File: src/rtl/mmc3_scanline_irq.sv
// MMC3-style scanline IRQ: filtered PPU A12 edge detector clocking an 8-bit reload/down counter.
// Optional `define MMC3_IRQ_REV_A_EN selects the rev A (Sharp) zero-fire rule; default is rev B.
module mmc3_scanline_irq #(
    parameter int A12_LOW_MIN = 3,
    parameter int SYNC_STAGES = 2
) (
    input  logic       m2,
    input  logic       rst_n,
    input  logic       enable,
    input  logic       reg_we,
    input  logic [1:0] reg_sel,
    input  logic [7:0] reg_data,
    input  logic       ppu_a12,
    output logic       irq,
    output logic [7:0] counter_dbg
);

    localparam logic [2:0] LOW_MIN = 3'(A12_LOW_MIN);

    logic [SYNC_STAGES-1:0] a12_sync;
    logic                   a12_s;
    logic [2:0]             low_cnt;
    logic                   tick;

    logic [7:0] latch, latch_nxt;
    logic [7:0] counter, counter_nxt;
    logic       reload_flag, reload_nxt;
    logic       irq_en, irq_en_nxt;
    logic       pending, pending_nxt;

    logic       wr_latch, wr_reload, wr_ack, wr_en;
    logic       tick_en;
    logic       reload_req;
    logic       fire_ok;

    always_ff @(posedge m2 or negedge rst_n) begin
        if (!rst_n) begin
            a12_sync <= '0;
        end else begin
            a12_sync <= {a12_sync[SYNC_STAGES-2:0], ppu_a12};
        end
    end

    assign a12_s = a12_sync[SYNC_STAGES-1];

    // low_cnt counts consecutive low samples, so a nonzero value also implies a12_s was low last cycle.
    always_ff @(posedge m2 or negedge rst_n) begin
        if (!rst_n) begin
            low_cnt <= 3'd0;
        end else if (a12_s) begin
            low_cnt <= 3'd0;
        end else if (low_cnt != 3'd7) begin
            low_cnt <= low_cnt + 3'd1;
        end
    end

    assign tick = a12_s && (low_cnt >= LOW_MIN);

    assign wr_latch  = enable && reg_we && (reg_sel == 2'd0);
    assign wr_reload = enable && reg_we && (reg_sel == 2'd1);
    assign wr_ack    = enable && reg_we && (reg_sel == 2'd2);
    assign wr_en     = enable && reg_we && (reg_sel == 2'd3);
    assign tick_en   = enable && tick;

    assign reload_req = reload_flag || wr_reload;

`ifdef MMC3_IRQ_REV_A_EN
    // Rev A: a natural reload from zero with latch=0 does not fire.
    assign fire_ok = (counter != 8'd0) || reload_req;
`else
    assign fire_ok = 1'b1;
`endif

    always_comb begin
        latch_nxt   = latch;
        counter_nxt = counter;
        reload_nxt  = reload_req;
        irq_en_nxt  = irq_en;
        pending_nxt = pending;

        if (wr_latch) begin
            latch_nxt = reg_data;
        end
        if (wr_ack) begin
            irq_en_nxt = 1'b0;
        end else if (wr_en) begin
            irq_en_nxt = 1'b1;
        end

        // Same-cycle writes are folded in first, so a new latch/enable/reload applies to this tick.
        if (tick_en) begin
            if ((counter == 8'd0) || reload_req) begin
                counter_nxt = latch_nxt;
                reload_nxt  = 1'b0;
            end else begin
                counter_nxt = counter - 8'd1;
            end
            if ((counter_nxt == 8'd0) && irq_en_nxt && fire_ok) begin
                pending_nxt = 1'b1;
            end
        end

        if (!enable || wr_ack) begin
            pending_nxt = 1'b0;
        end
    end

    always_ff @(posedge m2 or negedge rst_n) begin
        if (!rst_n) begin
            latch       <= 8'd0;
            counter     <= 8'd0;
            reload_flag <= 1'b0;
            irq_en      <= 1'b0;
            pending     <= 1'b0;
        end else begin
            latch       <= latch_nxt;
            counter     <= counter_nxt;
            reload_flag <= reload_nxt;
            irq_en      <= irq_en_nxt;
            pending     <= pending_nxt;
        end
    end

    assign irq         = ~pending;
    assign counter_dbg = counter;

endmodule

File: config.mk
export PLATFORM = sky130hd
export DESIGN_NAME = mmc3_scanline_irq
export DESIGN_NICKNAME = d
export VERILOG_FILES = /design/src/rtl/mmc3_scanline_irq.sv
export SDC_FILE = /design/constraint.sdc
export NUM_CORES = 1
export LEC_CHECK = 0
export ABC_AREA = 1
export BUFFER_PORTS_ARGS = -buffer_cell sky130_fd_sc_hd__clkbuf_2
export CAP_MARGIN = 20
export CORE_ASPECT_RATIO = 0.6
export CORE_MARGIN = 3
export CORE_UTILIZATION = 40
export CTS_CLUSTER_DIAMETER = 30
export DETAILED_ROUTE_END_ITERATION = 10
export GPL_ROUTABILITY_DRIVEN = 0
export SYNTH_ARGS = -nofsm -noshare
export SYNTH_HDL_FRONTEND = slang
export SYNTH_SLANG_ARGS = --single-unit
File: constraint.sdc
create_clock -name m2 -period 2.6 [get_ports m2]
set_input_delay 0.78 -clock m2 [delete_from_list [all_inputs] [get_ports m2]]
set_output_delay 0.78 -clock m2 [all_outputs]
set_load 0.05 [all_outputs]
==> flow_summary.yaml <==
cts:
  cts-resized-gates: 0
  cts_hold_buf: 0
  clock-sinks: 24
  clk_latency_ps: 270
  cts_buffers: 3
  h-tree-depth: 1
  clk_pin_slew_ps: 80
  cts_max_path_buffers: 2
  cts_tree: "done"
  cts_root_buf: "clkbuf_8"
  cts_setup_buffers: 0
sta:
  fin_setup_tns_ps: 0
  fmax_ghz: 0.541
  report.final.slew_viol_count: 0
  whs_ps: 360
  finalHoldViolCount: 0
  finalSetupViolations: 0
  relSlewSlack_pct: 59.7
  worst_pin_slew_ps: 605
  timing.final.crit_share_pct: 71.1
  period_needed_ps: 1850
  fin_ws_ps: 753
  clock-skew-final_ps: 5.12
  rsz0062_at_grt: "no"
die:
  ios: 24
  initial_core_util_pct: 44.8
  core_area_um2: 3080
  dieWidth_um: 81.8
  dieArea_um2: 4210
  num_rows: 15
  die_height_um: 51.5
routing:
  postRouteAntennaNets: 0
  drc_errors: 0
  via_count: 1211
  drtPass1Iterations: 4
  via_per_inst: 4.86
  routedWlPerCell_um: 12.7
  drt_iter0_markers: 76
  drt_wl_total_um: 3170
worst_setup_path:
  worstSetupStartpointType: "flop"
  crit_buf_inv: 1
  crit_arrival_ps: 1070
  r2r_slack_ps: 820
  crit_type: "reg -> out"
  cpLargestDelayFamily: "flip-flops"
  max_stage_delay_ps: 480
  critPathSlowestCell: "dfrtp_1"
  crit_chain: "clkbuf_2"
  cp-end-kind: "output pin"
  crit_path_max_fanout: 5
  cp.required_ps: 1820
logic_synthesis:
  yosys-top-cells-area: "dfrtp_1, nand2_1, inv_1"
  syn_avg_cell_area_um2: 7.67
  syn_nets: 200
  synth_area_leader_cell: "dfrtp_1"
  synth_seq_area_share_pct: 43.5
  synth_seq_cells: 24
  ys_types: 22
  post-synth-top-area-fraction_pct: 43.5
  yosysWarnings: 0
  synthCells: 180
  netlist_area_um2: 1380
layout:
  multi_input_area_um2: 668
  syn2layout_area_growth_pct: 16.1
  fillers: 322
  regArea_um2: 601
  fin_nets: 228
  stdcell_area_um2: 1600
  n_antenna_cell: 0
  drive_gt1_share_pct: 21.3
global_route:
  overflow: 0
  grt_max_degree: 25
  grt_antenna_before_repair: 0
  grt_pass1_vias: 1138
  grt_pass1_wl_um: 5460
  grt_use_total_pct: 17.8
pwr:
  p_leak_uw: 0.000902
  ir_drop_mv: 0.625
  p_total_uw: 1660
  power_density_nw_per_um2: 1040
placement:
  dp_hpwl_um: 2540
  dpl_cell_area_um2: 1550
  place_ws_ps: 564
  io_buffers: 23
job:
  max-cap-violations: 0
outcome:
  outcome: "finished clean"
min_path:
  hold_path_class: "reg -> reg"
==> through the flow <==
stage               std cells  utilization (%)
finish                    249             52.1
global route              249             52.1
CTS                       249             52.1
detailed placement        245             50.3
global placement          245             50.3
floorplan                 180                -
==> flip-flops by register name, summed over array words and instances (netlist names) <==
signal and flops:
counter_dbg 8, latch 8, low_cnt 3, a12_sync 2, irq_en 1, pending 1, reload_flag 1
==> power by group <==
group / switching (µW) / internal (µW) / total, µW
Combinational: 606 / 237 / 843
Sequential: 93.2 / 470 / 563
Clock: 119 / 135 / 254
==> final timing paths <==
check	cells after the start	from	endpoint
min in group asynchronous	1	rst_n	pending
min reg2reg	0	a12_sync[0]	a12_sync[1]
max	1	counter_dbg[2]	counter_dbg[2]
max reg2reg	10	low_cnt[0]	pending
min	0	a12_sync[0]	a12_sync[1]
max in group asynchronous	1	rst_n	reload_flag
==> synthesized netlist by cell type <==
| cell type | count |
|---|---|
| clkinv_4 | 1 |
| nand2_1 | 57 |
| inv_2 | 1 |
| nand2_4 | 4 |
| xor2_1 | 2 |
| nand3b_1 | 2 |
| nor2_2 | 2 |
| clkinv_2 | 1 |
| ha_1 | 5 |
| o21bai_1 | 1 |
| a31oi_1 | 1 |
| xnor2_1 | 1 |
| a21oi_2 | 1 |
| nand2_2 | 2 |
| nand3_1 | 16 |
| a211oi_1 | 1 |
| dfrtp_1 | 24 |
| nor2_1 | 17 |
| o21ai_0 | 11 |
| nor2_4 | 3 |
| inv_1 | 25 |
| o21ai_2 | 2 |
==> layout by cell type (no fill, tap or decap), types with 2 or more instances in the layout <==
master	count
o21ai_0	11
nand3b_1	2
xor2_1	2
dfrtp_1	24
clkbuf_8	4
o21ai_2	2
nand2_4	4
nand2_2	2
clkbuf_2	23
nand2_1	57
nor2_2	2
nand3_1	16
ha_1	5
nor2_4	3
inv_1	25
nor2_1	17
==> cell type report <==
class | instances | area share, %
inverters | 28 | 6.95
well taps | 42 | 3.28
multi-input cells | 128 | 41.7
repair buffers | 23 | 7.18
flip-flops and latches | 24 | 37.5
clock buffers | 4 | 3.43
==> logic make-up after synthesis <==
group / after synthesis / share of synthesized area, %
buffers and inverters: 28 / 8.07
AND/OR/NAND/NOR: 103 / 34.5
AO/OA/AOI/OAI: 17 / 7.44
XOR/XNOR: 3 / 1.90
adder cells (fa/ha/maj): 5 / 4.53
flip-flops: 24 / 43.5
==> per-layer routing <==
layer | global-route usage [%] | wire length (µm) | part of all wire [%] | vias to the layer above
met5 | 0 | 0 | 0 | -
met4 | 6.63 | 44 | 1.4 | 0
met3 | 5.36 | 190 | 6.0 | 5
met2 | 24.9 | 1310 | 41 | 26
met1 | 25.7 | 1620 | 51 | 572
li1 | - | - | - | 608
Power figures use the tool's default switching activity.
